**src/rtl/util_fifo_arbiter_pkg.sv**
```systemverilog
// ---------------------------------------------------------------------------
// util_fifo_arbiter_pkg
// Shared constants and state encoding for the util FIFO family arbiter.
//   BITLEN    : data width per requester and of the FIFO write port
//   NUM_REQ   : requesters sharing one FIFO write port
//   REQ_BIT   : requester index width
//   BURST_LEN : max beats per grant before re-arbitration
//   BURST_BIT : burst counter width (holds 0..BURST_LEN)
// ---------------------------------------------------------------------------
package util_fifo_arbiter_pkg;
  localparam int BITLEN    = 64;
  localparam int NUM_REQ   = 4;
  localparam int REQ_BIT   = 2;
  localparam int BURST_LEN = 4;
  localparam int BURST_BIT = 3;

  typedef enum logic [0:0] {
    ARB   = 1'b0,
    GRANT = 1'b1
  } arb_state_e;
endpackage

```
**src/rtl/util_fifo_arbiter_if.sv**
```systemverilog
// ---------------------------------------------------------------------------
// util_fifo_arbiter_if
// Requester-side and FIFO-side bundle of the arbiter.
//   req_valid/req_data/req_ready : per-requester valid/ready handshake
//   fifo_full/fifo_wr_en/fifo_din: shared FIFO write port
//   grant_id/busy                : current grant status
// master = environment (requesters + FIFO), slave = arbiter.
// ---------------------------------------------------------------------------
interface util_fifo_arbiter_if #(
  parameter int BW = util_fifo_arbiter_pkg::BITLEN,
  parameter int NR = util_fifo_arbiter_pkg::NUM_REQ,
  parameter int RB = util_fifo_arbiter_pkg::REQ_BIT
);
  logic [NR-1:0]         req_valid;
  logic [NR-1:0][BW-1:0] req_data;   // requester i at bits [i*BW +: BW]
  logic [NR-1:0]         req_ready;
  logic                  fifo_full;
  logic                  fifo_wr_en;
  logic [BW-1:0]         fifo_din;
  logic [RB-1:0]         grant_id;
  logic                  busy;

  modport master (
    output req_valid, req_data, fifo_full,
    input  req_ready, fifo_wr_en, fifo_din, grant_id, busy
  );

  modport slave (
    input  req_valid, req_data, fifo_full,
    output req_ready, fifo_wr_en, fifo_din, grant_id, busy
  );
endinterface

```
**src/rtl/util_fifo_arbiter_rr_pick.sv**
```systemverilog
// ---------------------------------------------------------------------------
// util_rr_pick
// Combinational round-robin search: first set bit of req_i starting at
// (last_i+1) mod NR, wrapping upward.
//   req_i  : request vector
//   last_i : index of the previous winner
//   win_o  : winning index (0 when any_o is low)
//   any_o  : at least one request present
// ---------------------------------------------------------------------------
module util_rr_pick #(
  parameter int NR = 4,
  parameter int RB = 2
) (
  input  logic [NR-1:0] req_i,
  input  logic [RB-1:0] last_i,
  output logic [RB-1:0] win_o,
  output logic          any_o
);
  logic [RB-1:0] cand;

  // Walk from the farthest candidate to the nearest so the nearest set
  // request (highest priority) is the last one written.
  always_comb begin
    win_o = '0;
    cand  = '0;
    any_o = |req_i;
    for (int k = NR; k >= 1; k--) begin
      cand = RB'((int'(last_i) + k) % NR);
      if (req_i[cand]) win_o = cand;
    end
  end
endmodule

```
**src/rtl/util_fifo_arbiter.sv**
```systemverilog
// ---------------------------------------------------------------------------
// util_fifo_arbiter
// Round-robin arbiter funnelling NUM_REQ requesters into one FIFO write
// port, in bursts of up to BURST_LEN beats per grant.
//   clk   : clock, rising edge
//   rst_n : synchronous active-low reset
//   bus   : util_fifo_arbiter_if.slave (handshakes, FIFO port, status)
// ---------------------------------------------------------------------------
module util_fifo_arbiter
  import util_fifo_arbiter_pkg::*;
(
  input logic               clk,
  input logic               rst_n,
  util_fifo_arbiter_if.slave bus
);
  arb_state_e           state_q, state_d;
  logic [BURST_BIT-1:0] cnt_q,   cnt_d;
  logic [REQ_BIT-1:0]   last_q,  last_d;
  logic [REQ_BIT-1:0]   grant_q, grant_d;

  logic [REQ_BIT-1:0]   win;
  logic                 any;
  logic                 cur_valid;
  logic                 beat;

  util_rr_pick #(.NR(NUM_REQ), .RB(REQ_BIT)) u_pick (
    .req_i  (bus.req_valid),
    .last_i (last_q),
    .win_o  (win),
    .any_o  (any)
  );

  assign cur_valid = bus.req_valid[grant_q];
  // rst_n gates the beat so a burst cut by reset writes nothing that cycle.
  assign beat      = rst_n && (state_q == GRANT) && cur_valid && !bus.fifo_full;

  always_comb begin
    state_d = state_q;
    cnt_d   = cnt_q;
    last_d  = last_q;
    grant_d = grant_q;
    unique case (state_q)
      ARB: begin
        if (any) begin
          grant_d = win;
          last_d  = win;
          cnt_d   = '0;
          state_d = GRANT;
        end
      end
      GRANT: begin
        if (!cur_valid) begin
          state_d = ARB;
        end else if (beat) begin
          cnt_d = cnt_q + 1'b1;
          if (cnt_q == BURST_BIT'(BURST_LEN - 1)) state_d = ARB;
        end
      end
      default: state_d = ARB;
    endcase
  end

  always_ff @(posedge clk) begin
    if (!rst_n) begin
      state_q <= ARB;
      cnt_q   <= '0;
      last_q  <= REQ_BIT'(NUM_REQ - 1);  // index 0 wins the first search
      grant_q <= '0;
    end else begin
      state_q <= state_d;
      cnt_q   <= cnt_d;
      last_q  <= last_d;
      grant_q <= grant_d;
    end
  end

  // Outputs are forced low while rst_n is low, even before the state clears.
  always_comb begin
    bus.req_ready = '0;
    for (int i = 0; i < NUM_REQ; i++)
      bus.req_ready[i] = beat && (grant_q == REQ_BIT'(i));
  end

  assign bus.busy       = rst_n && (state_q == GRANT);
  assign bus.fifo_wr_en = beat;
  assign bus.fifo_din   = bus.busy ? bus.req_data[grant_q] : '0;
  assign bus.grant_id   = grant_q;
endmodule

```
**src/flat_wrapper.sv**
```systemverilog
// flat-port wrapper written by rule: the top's interface ports become plain ports
module util_fifo_arbiter_flat import util_fifo_arbiter_pkg::*;
  (clk, rst_n, bus_req_valid, bus_req_data, bus_fifo_full, bus_req_ready, bus_fifo_wr_en, bus_fifo_din, bus_grant_id, bus_busy);
  util_fifo_arbiter_if bus_i ();
  input logic clk;
  input logic rst_n;
  input wire logic [$bits(bus_i.req_valid)-1:0] bus_req_valid;
  input wire logic [$bits(bus_i.req_data)-1:0] bus_req_data;
  input wire logic [$bits(bus_i.fifo_full)-1:0] bus_fifo_full;
  output wire logic [$bits(bus_i.req_ready)-1:0] bus_req_ready;
  output wire logic [$bits(bus_i.fifo_wr_en)-1:0] bus_fifo_wr_en;
  output wire logic [$bits(bus_i.fifo_din)-1:0] bus_fifo_din;
  output wire logic [$bits(bus_i.grant_id)-1:0] bus_grant_id;
  output wire logic [$bits(bus_i.busy)-1:0] bus_busy;
  assign bus_i.req_valid = bus_req_valid;
  assign bus_i.req_data = bus_req_data;
  assign bus_i.fifo_full = bus_fifo_full;
  assign bus_req_ready = bus_i.req_ready;
  assign bus_fifo_wr_en = bus_i.fifo_wr_en;
  assign bus_fifo_din = bus_i.fifo_din;
  assign bus_grant_id = bus_i.grant_id;
  assign bus_busy = bus_i.busy;
  util_fifo_arbiter u_core (.clk(clk), .rst_n(rst_n), .bus(bus_i));
endmodule
```
**config.mk**
```make
export PLATFORM = sky130hd
export DESIGN_NAME = util_fifo_arbiter_flat
export DESIGN_NICKNAME = d
export VERILOG_FILES = /design/src/rtl/util_fifo_arbiter_pkg.sv /design/src/rtl/util_fifo_arbiter_if.sv /design/src/rtl/util_fifo_arbiter_rr_pick.sv /design/src/rtl/util_fifo_arbiter.sv /design/src/flat_wrapper.sv
export SDC_FILE = /design/constraint.sdc
export NUM_CORES = 1
export LEC_CHECK = 0
export BUFFER_PORTS_ARGS = -buffer_cell sky130_fd_sc_hd__buf_4
export CORE_AREA = 2 2 131 133
export CTS_BUF_LIST = sky130_fd_sc_hd__clkbuf_16
export CTS_CLUSTER_SIZE = 40
export DETAILED_ROUTE_END_ITERATION = 16
export DIE_AREA = 0 0 133 135
export PLACE_DENSITY = 0.55
export SLEW_MARGIN = 30
export SYNTH_ARGS = -nofsm -noshare
export SYNTH_HDL_FRONTEND = slang
export SYNTH_SLANG_ARGS = --single-unit
```
**constraint.sdc**
```tcl
create_clock -name clk -period 2.67 [get_ports clk]
set_input_delay 0 -clock clk [delete_from_list [all_inputs] [get_ports clk]]
set_output_delay 0 -clock clk [all_outputs]
set_load 0.01 [all_outputs]
```
# Word level (Yosys, flattened, before mapping)
# Cells that the tools add are included.
# word_totals
output_inout_bits	72
ff_bits	8
# classes
n_lt_le_gt_ge	5
bitwise_logic	1
n_eq_ne	7
mux	26
add_sub_neg	5
reduce_logical	12
# ops
operator	count
binary-select mux 64 bit (select 2 bit)	1
two-way mux 64 bit	2
< comparator 2 x 3 -> 1 bit (second input constant)	5
binary-select mux 1 bit (select 2 bit)	5
two-way mux 1 bit	9
two-way mux 3 bit	3
two-way mux 2 bit	4
logical AND 1 bit	7
case mux 3 bit (2 select lines)	1
adder 2 x 1 -> 2 bit (second input constant)	2
adder 2 bit (second input constant)	2
equality test 2 bit (second input constant)	2
inequality test 2 bit (second input constant)	2
OR reduction 4 bit	1
adder 3 x 1 -> 3 bit (second input constant)	1
equality test 3 x 2 -> 1 bit (second input constant)	1
AND reduction 3 bit	1
equality test 2 x 1 -> 1 bit (second input constant)	1
zero test 2 bit	1
inequality test 2 x 1 -> 1 bit (second input constant)	1
case mux 1 bit (2 select lines)	1
AND reduction 2 bit	1
zero test 1 bit	1
inverter 1 bit	1

# Longest topological paths before layout
# Gate-level depths: netlist of run 1.
# depth
depth_word	7
mapped_depth	5

# By module
# A second synthesis of run 1 with hierarchy kept.
# unflattened
hier_cells	214
area_unflattened_um2	2501.1
# modules_own_cells
module	area_per_inst_um2	cells_each	n_inst
util_fifo_arbiter	2409.8	200	1
util_rr_pick	91.3	14	1

# Least setup slack after synthesis of run 1
# OpenSTA, ideal clock, no wires.
# synth_path
path_kind	reg2out
start	register u_core.grant_q[0] (netlist: u_core.bus.grant_id[0])
end	output port bus_fifo_din[10]
path_slack_ps	1166
path_buffers	2
t_arrival_ps	1504
path_stages_with_launch	5
cell_sequence	dfxtp_1 buf_6 buf_2 mux4_2 and2_1
# synth_via
elab_chain_len	3
# synth_lines
item	line_no	rtl
from (decl)	util_fifo_arbiter.sv:19	logic [REQ_BIT-1:0] grant_q, grant_d;
from (signal assigned)	util_fifo_arbiter.sv:73	grant_q <= grant_d;
binary-select mux 64 bit (select 2 bit)	util_fifo_arbiter.sv:86	assign bus.fifo_din = bus.busy ? bus.req_data[grant_q] : '0;
two-way mux 64 bit (implied by the code)	util_fifo_arbiter.sv:86	
two-way mux 64 bit	util_fifo_arbiter.sv:86	
to (decl)	flat_wrapper.sv:12	output wire logic [$bits(bus_i.fifo_din)-1:0] bus_fifo_din;
# Every way passes these cells. The select of a mux whose other input is x is not followed.

# Worst setup path in the final report of run 1
# layout_path
start	register u_core.grant_q[0] (netlist: u_core.bus.grant_id[0])
end	output port bus_fifo_din[39]
# The elaborated chain is that of the path after synthesis.

==> results of run 1 <==
==> layer usage <==
metal	routed length, µm	up-vias	global-route usage [%]
li1	-	1461	-
met1	4580	1594	15.2
met2	7270	197	26.3
met3	1050	12	2.33
met4	138	0	1.85
met5	0	-	0
==> where the power goes <==
group          internal, mW  switching [mW]  leakage [nW]
combinational         0.630           0.291          2.34
sequential            0.131          0.0524        0.0672
clock                 0.195          0.0588        0.0423
==> cells by family after synthesis <==
family / after synthesis
muxes: 66
adders and majority gates: 2
DFF: 8
buffers and inverters: 31
AOI/OAI and AO/OA: 13
and+or+nand+nor: 87
==> final timing paths <==
kind	start	end	slack [ps]	cells after the start
min reg2reg	u_core.cnt_q[0]$_SDFFE_PN0P_	u_core.cnt_q[0]$_SDFFE_PN0P_	490	1
min	rst_n	u_core.last_q[1]$_SDFFE_PN1P_	10	2
max reg2reg	u_core.bus.grant_id[0]$_SDFFE_PN0P_	u_core.cnt_q[1]$_SDFFE_PN0P_	960	4
max	u_core.bus.grant_id[0]$_SDFFE_PN0P_	bus_fifo_din[39]	570	4
==> layout by cell type (no fill, tap or decap), drive strengths merged <==
| cell type | instances |
|---|---|
| a21o | 2 |
| nor2 | 3 |
| ha | 2 |
| inv | 7 |
| a221oi | 1 |
| nand2b | 1 |
| nand3 | 3 |
| and2 | 65 |
| and4b | 1 |
| nor4b | 1 |
| o21ai | 4 |
| nor3b | 1 |
| dfxtp | 8 |
| nand4 | 3 |
| a31oi | 1 |
| a211o | 2 |
| a21boi | 3 |
| clkbuf | 3 |
| mux4 | 66 |
| nand2 | 8 |
| buf | 338 |
| and3b | 1 |
==> flip-flops by register name, summed over array words and instances (netlist names) <==
name / cells
u_core.cnt_q: 3
u_core.bus.grant_id: 2
u_core.last_q: 2
u_core.state_q: 1
==> metrics by stage <==
step | worst slack (ps) | hold WS [ps]
floorplan | 1170 | 102
global placement | 769 | 243
detailed placement | 738 | 244
CTS | 490 | 9.70
global route | 405 | 21.8
finish | 571 | 10.7
==> cell type report <==
type	count	area (µm²)
Clock inverter	1	3.75
Tap cell	220	275
Timing Repair Buffer	338	2560
Clock buffer	3	75.1
Sequential cell	8	168
Inverter	6	22.5
Multi-Input combinational cell	168	2130
Fill cell	1708	11200
==> flow_summary_export.csv, run 1 <==
group,metric,value,unit
die,die_area,18000,µm²
setup_path,crit_path_start_kind,"register",
setup_path,worstSetupPathType,"reg2out",
clocking,clockBufferDepth,2,
clocking,cts.sinks,8,
synth,synthXorXnorAreaFrac,0,%
sta,final.setup.tns,0,ps
detailed_routing,dr.pass1.iters,6,
grt,first_global_vias,3436,
synth,syn_nets,472,
grt,grtUsageTotal,13.3,%
flow_run,cap_viol_max_count,0,
placed_design,placed_cells,740,
setup_path,critical_path_buf_inv_count,2,
synth,synth_edf_count,0,
final_layout,nNetsFinal,790,
sta,finalHoldViolations,0,
synth,synth_area_leader_cell,"mux4_2",
placed_design,dp_hpwl,11400,µm
clocking,cts-resized-gates,0,
detailed_routing,avgViaCountPerCell,4.39,
synth,synthCells,207,
setup_path,critical_path.cell_chain,"buf_12, mux4_2, and2_1, buf_4",
pwr,powerDensity,260,nW/µm²
clocking,path_clk_slew,40,ps
die,core,16400,µm²
placed_design,placed_cell_area,5150,µm²
setup_path,cp.arrival,2100,ps
clocking,clk_latency,230,ps
sta,rsz0062_at_grt,"false",
final_layout,fin_area,5230,µm²
sta,maxSlewViolCount,0,
final_layout,syn2layout_area_growth,112,%
synth,synth.distinct_cells,24,
sta,finClkSkew,2.01,ps
grt,grt_remaining_overflow,0,
synth,async_flop_share,0,%
clocking,htree_levels,1,
final_layout,post_layout_nonfiller_instances,744,
status,status,"complete, no violations",
detailed_routing,num_vias,3264,
synth,synth_common_cells,"66 x mux4_2, 65 x and2_1, 13 x clkbuf_1",
detailed_routing,first_iter_violations,102,
synth,ys_warn_count,0,
synth,synth_mux_area_share,60.2,%
detailed_routing,wl,13000,µm
placed_design,numPortBuffers,334,
grt,grt_start_max_net_pins,40,
sta,relSlewSlack,68.1,%
pwr,max-vdd-ir-drop,0.292,mV
sta,worst_pin_slew,478,ps
final_layout,postLayoutCoreUtil,31.9,%
sta,min_period_over_period,78.6,%
synth,synth-simple-area-share,21.2,%
synth,synth_ff_type,"dfxtp_1",
clocking,tritoncts,"yes",
setup_path,critPathRequiredTime,2670,ps
die,fp-row-count,47,
die,fp.dieH,135,µm
synth,synth_fa_ha_area_share,1.01,%
synth,yosysMostFrequentCell,"mux4_2",
detailed_routing,drt-wirelength-per-cell,17.5,µm
final_layout,antennaDiodeCount,0,
clocking,cts_setup_buffers,0,
setup_path,cp_top_family,"flip-flops",
final_layout,drive_above_1_share,78.2,%
die,die_w,133,µm
detailed_routing,drc,0,
sta,finalSetupViolations,0,
synth,ys_seq_area_share,6.49,%
synth,synth_area_leaders,"mux4_2 60%, and2_1 16%, dfxtp_1 6.5%",
synth,synth_top_family_by_area,"multiplexers",
sta,fmax,476,MHz
grt,grt_pass1_wl,19100,µm
synth,syn_area,2470,µm²
placed_design,gp_congestion,0.934,
pwr,total_power,1.36,mW
synth,synthDominantCellAreaShare,60.2,%
setup_path,end_kind,"output pin",
setup_path,slowest_stage,"dfxtp_4",
detailed_routing,ant_nets,0,
sta,fin_crit,2100,ps
die,ios,335,
clocking,numCtsBuffers,3,
synth,postSynthAreaPerCell,11.9,µm²
setup_path,path_max_fanout,37,
synth,ys_ff_latch,8,
die,initial_utilization,15.0,%
setup_path,max_stage_delay,640,ps
clocking,cts_root_buf,"clkbuf_16",
min_path,min-delay-path-class,"in2reg",
clocking,hold_buffers,0,
synth,synth_compound_area_share,3.65,%
grt,antenna_found_initial,0,
pwr,leakage,2.45,nW
(Power assumes the default switching activity.)
==> inputs of run 2 (changes only) <==
--- a/config.mk
+++ b/config.mk
@@ -5,13 +5,14 @@
 export SDC_FILE = /design/constraint.sdc
 export NUM_CORES = 1
 export LEC_CHECK = 0
+export ABC_AREA = 1
 export BUFFER_PORTS_ARGS = -buffer_cell sky130_fd_sc_hd__buf_4
 export CORE_AREA = 2 2 131 133
 export CTS_BUF_LIST = sky130_fd_sc_hd__clkbuf_16
 export CTS_CLUSTER_SIZE = 40
 export DETAILED_ROUTE_END_ITERATION = 16
 export DIE_AREA = 0 0 133 135
-export PLACE_DENSITY = 0.55
+export PLACE_DENSITY = 0.53
 export SLEW_MARGIN = 30
 export SYNTH_ARGS = -nofsm -noshare
 export SYNTH_HDL_FRONTEND = slang
==> constraint.sdc (replaced) <==
create_clock -name clk -period 2.17 [get_ports clk]
set_input_delay 0 -clock clk [delete_from_list [all_inputs] [get_ports clk]]
set_output_delay 0 -clock clk [all_outputs]
set_load 0.01 [all_outputs]
==> flow_summary_export.csv, run 2 <==
group,metric,value,unit
flow_run,cap_viol_max_count,0,
synth,synth_area_leader_cell,"a22oi_1",
sta,finalHoldViolations,0,
synth,ys_seq_area_share,7.48,%
sta,rsz0062_at_grt,"false",
synth,yosysMostFrequentCell,"a22oi_1",
grt,grt_remaining_overflow,0,
sta,finalSetupViolations,0,
final_layout,antennaDiodeCount,0,
placed_design,numPortBuffers,334,
synth,synth_area_leaders,"a22oi_1 45%, a21oi_1 17%, nand2_1 9.1%",
synth,postSynthAreaPerCell,6.26,µm²
pwr,cell_internal_pwr,1.59,mW
pwr,powerDensity,638,nW/µm²
pwr,p_seq_share,7.9,%
sta,fin_crit,1950,ps
die,ios,335,
die,initial_utilization,13.0,%
setup_path,worstSetupPathType,"reg2out",
die,die_w,133,µm
final_layout,largest_reg_flops,3,
synth,ys_ff_latch,8,
grt,grt_start_max_net_pins,42,
sta,relSlewSlack,64.6,%
die,die_area,18000,µm²
setup_path,r2r-end,"u_core.bus.grant_id[0]$_SDFFE_PN0P_",
grt,grtUsageTotal,14.0,%
final_layout,fin_area,4900,µm²
synth,async_flop_share,0,%
die,core,16400,µm²
setup_path,reg2reg_depth,11,
final_layout,drive_above_1_share,54.8,%
clocking,numCtsBuffers,3,
grt,first_global_vias,3979,
setup_path,end_kind,"output pin",
detailed_routing,ant_nets,0,
detailed_routing,wl,14300,µm
final_layout,nNetsFinal,922,
final_layout,fillers,1814,
detailed_routing,drt-wirelength-per-cell,16.4,µm
synth,synthCells,342,
setup_path,critPathRequiredTime,2170,ps
final_layout,syn2layout_area_growth,129,%
synth,synth_ff_type,"dfxtp_1",
min_path,min-delay-path-class,"in2reg",
clocking,cts-resized-gates,0,
clocking,cts_setup_buffers,0,
setup_path,worstReg2RegStart,"u_core.last_q[0]$_SDFFE_PN1P_",
clocking,cts_root_buf,"clkbuf_16",
sta,fmax,512,MHz
sta,maxSlewViolCount,0,
setup_path,timing.critical_path.from,"u_core.bus.grant_id[1]$_SDFFE_PN0P_",
pwr,clkPwrFrac,10.0,%
setup_path,endpoint,"bus_fifo_din[59]",
pwr,p_switching,1.54,mW
synth,synth_common_cells,"128 x a22oi_1, 73 x a21oi_1, 52 x nand2_1",
setup_path,max_stage_delay,530,ps
setup_path,crit_path_start_kind,"register",
pwr,swShare,49.2,%
sta,hold_slack,44.8,ps
final_layout,final_cell_mix,"344 x buf_4, 128 x a22oi_1, 73 x a21oi_1",
die,fp-row-count,47,
synth,syn_area,2140,µm²
detailed_routing,avgViaCountPerCell,4.63,
setup_path,cp.arrival,1950,ps
detailed_routing,dr.pass1.iters,5,
sta,finClkSkew,2.51,ps
pwr,total_power,3.13,mW
sta,worst_pin_slew,531,ps
setup_path,slowest_stage,"dfxtp_1",
detailed_routing,first_iter_violations,234,
placed_design,placed_cell_area,4830,µm²
synth,syn_nets,607,
status,status,"complete, no violations",
synth,synth.distinct_cells,22,
synth,ys_warn_count,0,
synth,synth_edf_count,0,
placed_design,dp_hpwl,11200,µm
pwr,max-vdd-ir-drop,0.544,mV
setup_path,critical_path.cell_chain,"nand2_1, inv_2, buf_4, a22oi_1, a21oi_1, buf_4",
pwr,comb_power_share,82.1,%
clocking,hold_buffers,0,
setup_path,cpMostUsedCell,"buf_4",
sta,final.setup.tns,0,ps
detailed_routing,drc,0,
clocking,clk_latency,230,ps
grt,grt_pass1_wl,20800,µm
pwr,leakage,2.41,nW
setup_path,rrSetupSlack,620,ps
final_layout,final_common_cell,"buf_4",
clocking,htree_levels,1,
clocking,cts.sinks,8,
final_layout,top_register,"u_core.cnt_q",
clocking,path_clk_slew,40,ps
clocking,tritoncts,"yes",
setup_path,path_max_fanout,39,
clocking,clockBufferDepth,2,
die,fp.dieH,135,µm
placed_design,gp_congestion,0.783,
sta,min_period_over_period,90.0,%
synth,synthDominantCellAreaShare,44.9,%
grt,antenna_found_initial,0,
detailed_routing,num_vias,4055,
==> run 2: cell types whose count changed after synthesis, sizes merged, moves of 3 or more <==
cell    before  now
nand2        8   53
a21boi       3    0
and2        65    0
clkbuf      13    7
a22oi        0  128
mux4        66    0
a21oi        0   73
buf         12   29
inv          6   18
nor2         3    7
nand3        3    9
==> run 2: per-layer routing <==
metal / part of all wire (%) / wire length [µm] / GRT usage [%]
met2: 50 / 7210 / 26.2
met3: 8.3 / 1190 / 2.10
met4: 1.4 / 195 / 2.57
met1: 40 / 5730 / 17.1
met5: 0 / 0 / 0
==> run 2: kinds of logic (layout without fill, tap and decap cells) <==
| kind of cell | after synthesis | in the layout | synth area share [%] |
|---|---|---|---|
| AOI/OAI and AO/OA | 204 | 204 | 63.1 |
| adders and majority gates | 2 | 2 | 1.17 |
| buffers and inverters | 54 | 367 | 13.9 |
| DFF | 8 | 8 | 7.48 |
| and+or+nand+nor | 74 | 74 | 14.4 |
==> run 2: power groups by stage <==
stage                     registers, mW  clock network (mW)  logic, mW
after global routing              0.255               0.326       2.81
after CTS                         0.246               0.315       2.58
final                             0.247               0.313       2.57
after global placement            0.246                   0       2.57
after detailed placement          0.248                   0       2.57
after floorplan                   0.221                   0       1.56
==> run 2: layout make-up <==
type	instances	area (µm²)	share of cell area, %
sequential	8	160	3.27
timing repair buffer	346	2620	53.5
tap	220	275	5.61
clock buffer	3	75.1	1.53
inverter	18	70.1	1.43
multi-input combinational	280	1700	34.7
==> run 2: per-stage QoR <==
step / util [%] / std cells / setup WS, ps
after floorplan: - / 342 / 882
after global placement: 29.4 / 872 / 477
after detailed placement: 29.4 / 872 / 463
after CTS: 29.9 / 875 / 211
after global routing: 29.9 / 875 / 54.2
final: 29.9 / 875 / 216
==> run 2: how the worst min path moves through the flow <==
stage,startpoint,to,cells after the start
floorplan,rst_n,u_core.cnt_q[0]$_SDFFE_PN0P_,2
global placement,rst_n,u_core.cnt_q[0]$_SDFFE_PN0P_,3
detailed placement,rst_n,u_core.cnt_q[0]$_SDFFE_PN0P_,3
CTS,rst_n,u_core.cnt_q[0]$_SDFFE_PN0P_,3
global route,rst_n,u_core.cnt_q[0]$_SDFFE_PN0P_,3
finish,rst_n,u_core.cnt_q[0]$_SDFFE_PN0P_,3
==> run 2: critical path: cells and delay by family (launching register included) <==
family / cells / cell delay (ps)
flops: 1 / 530
compound gates: 2 / 350
simple gates: 1 / 150
buf+inv: 3 / 640
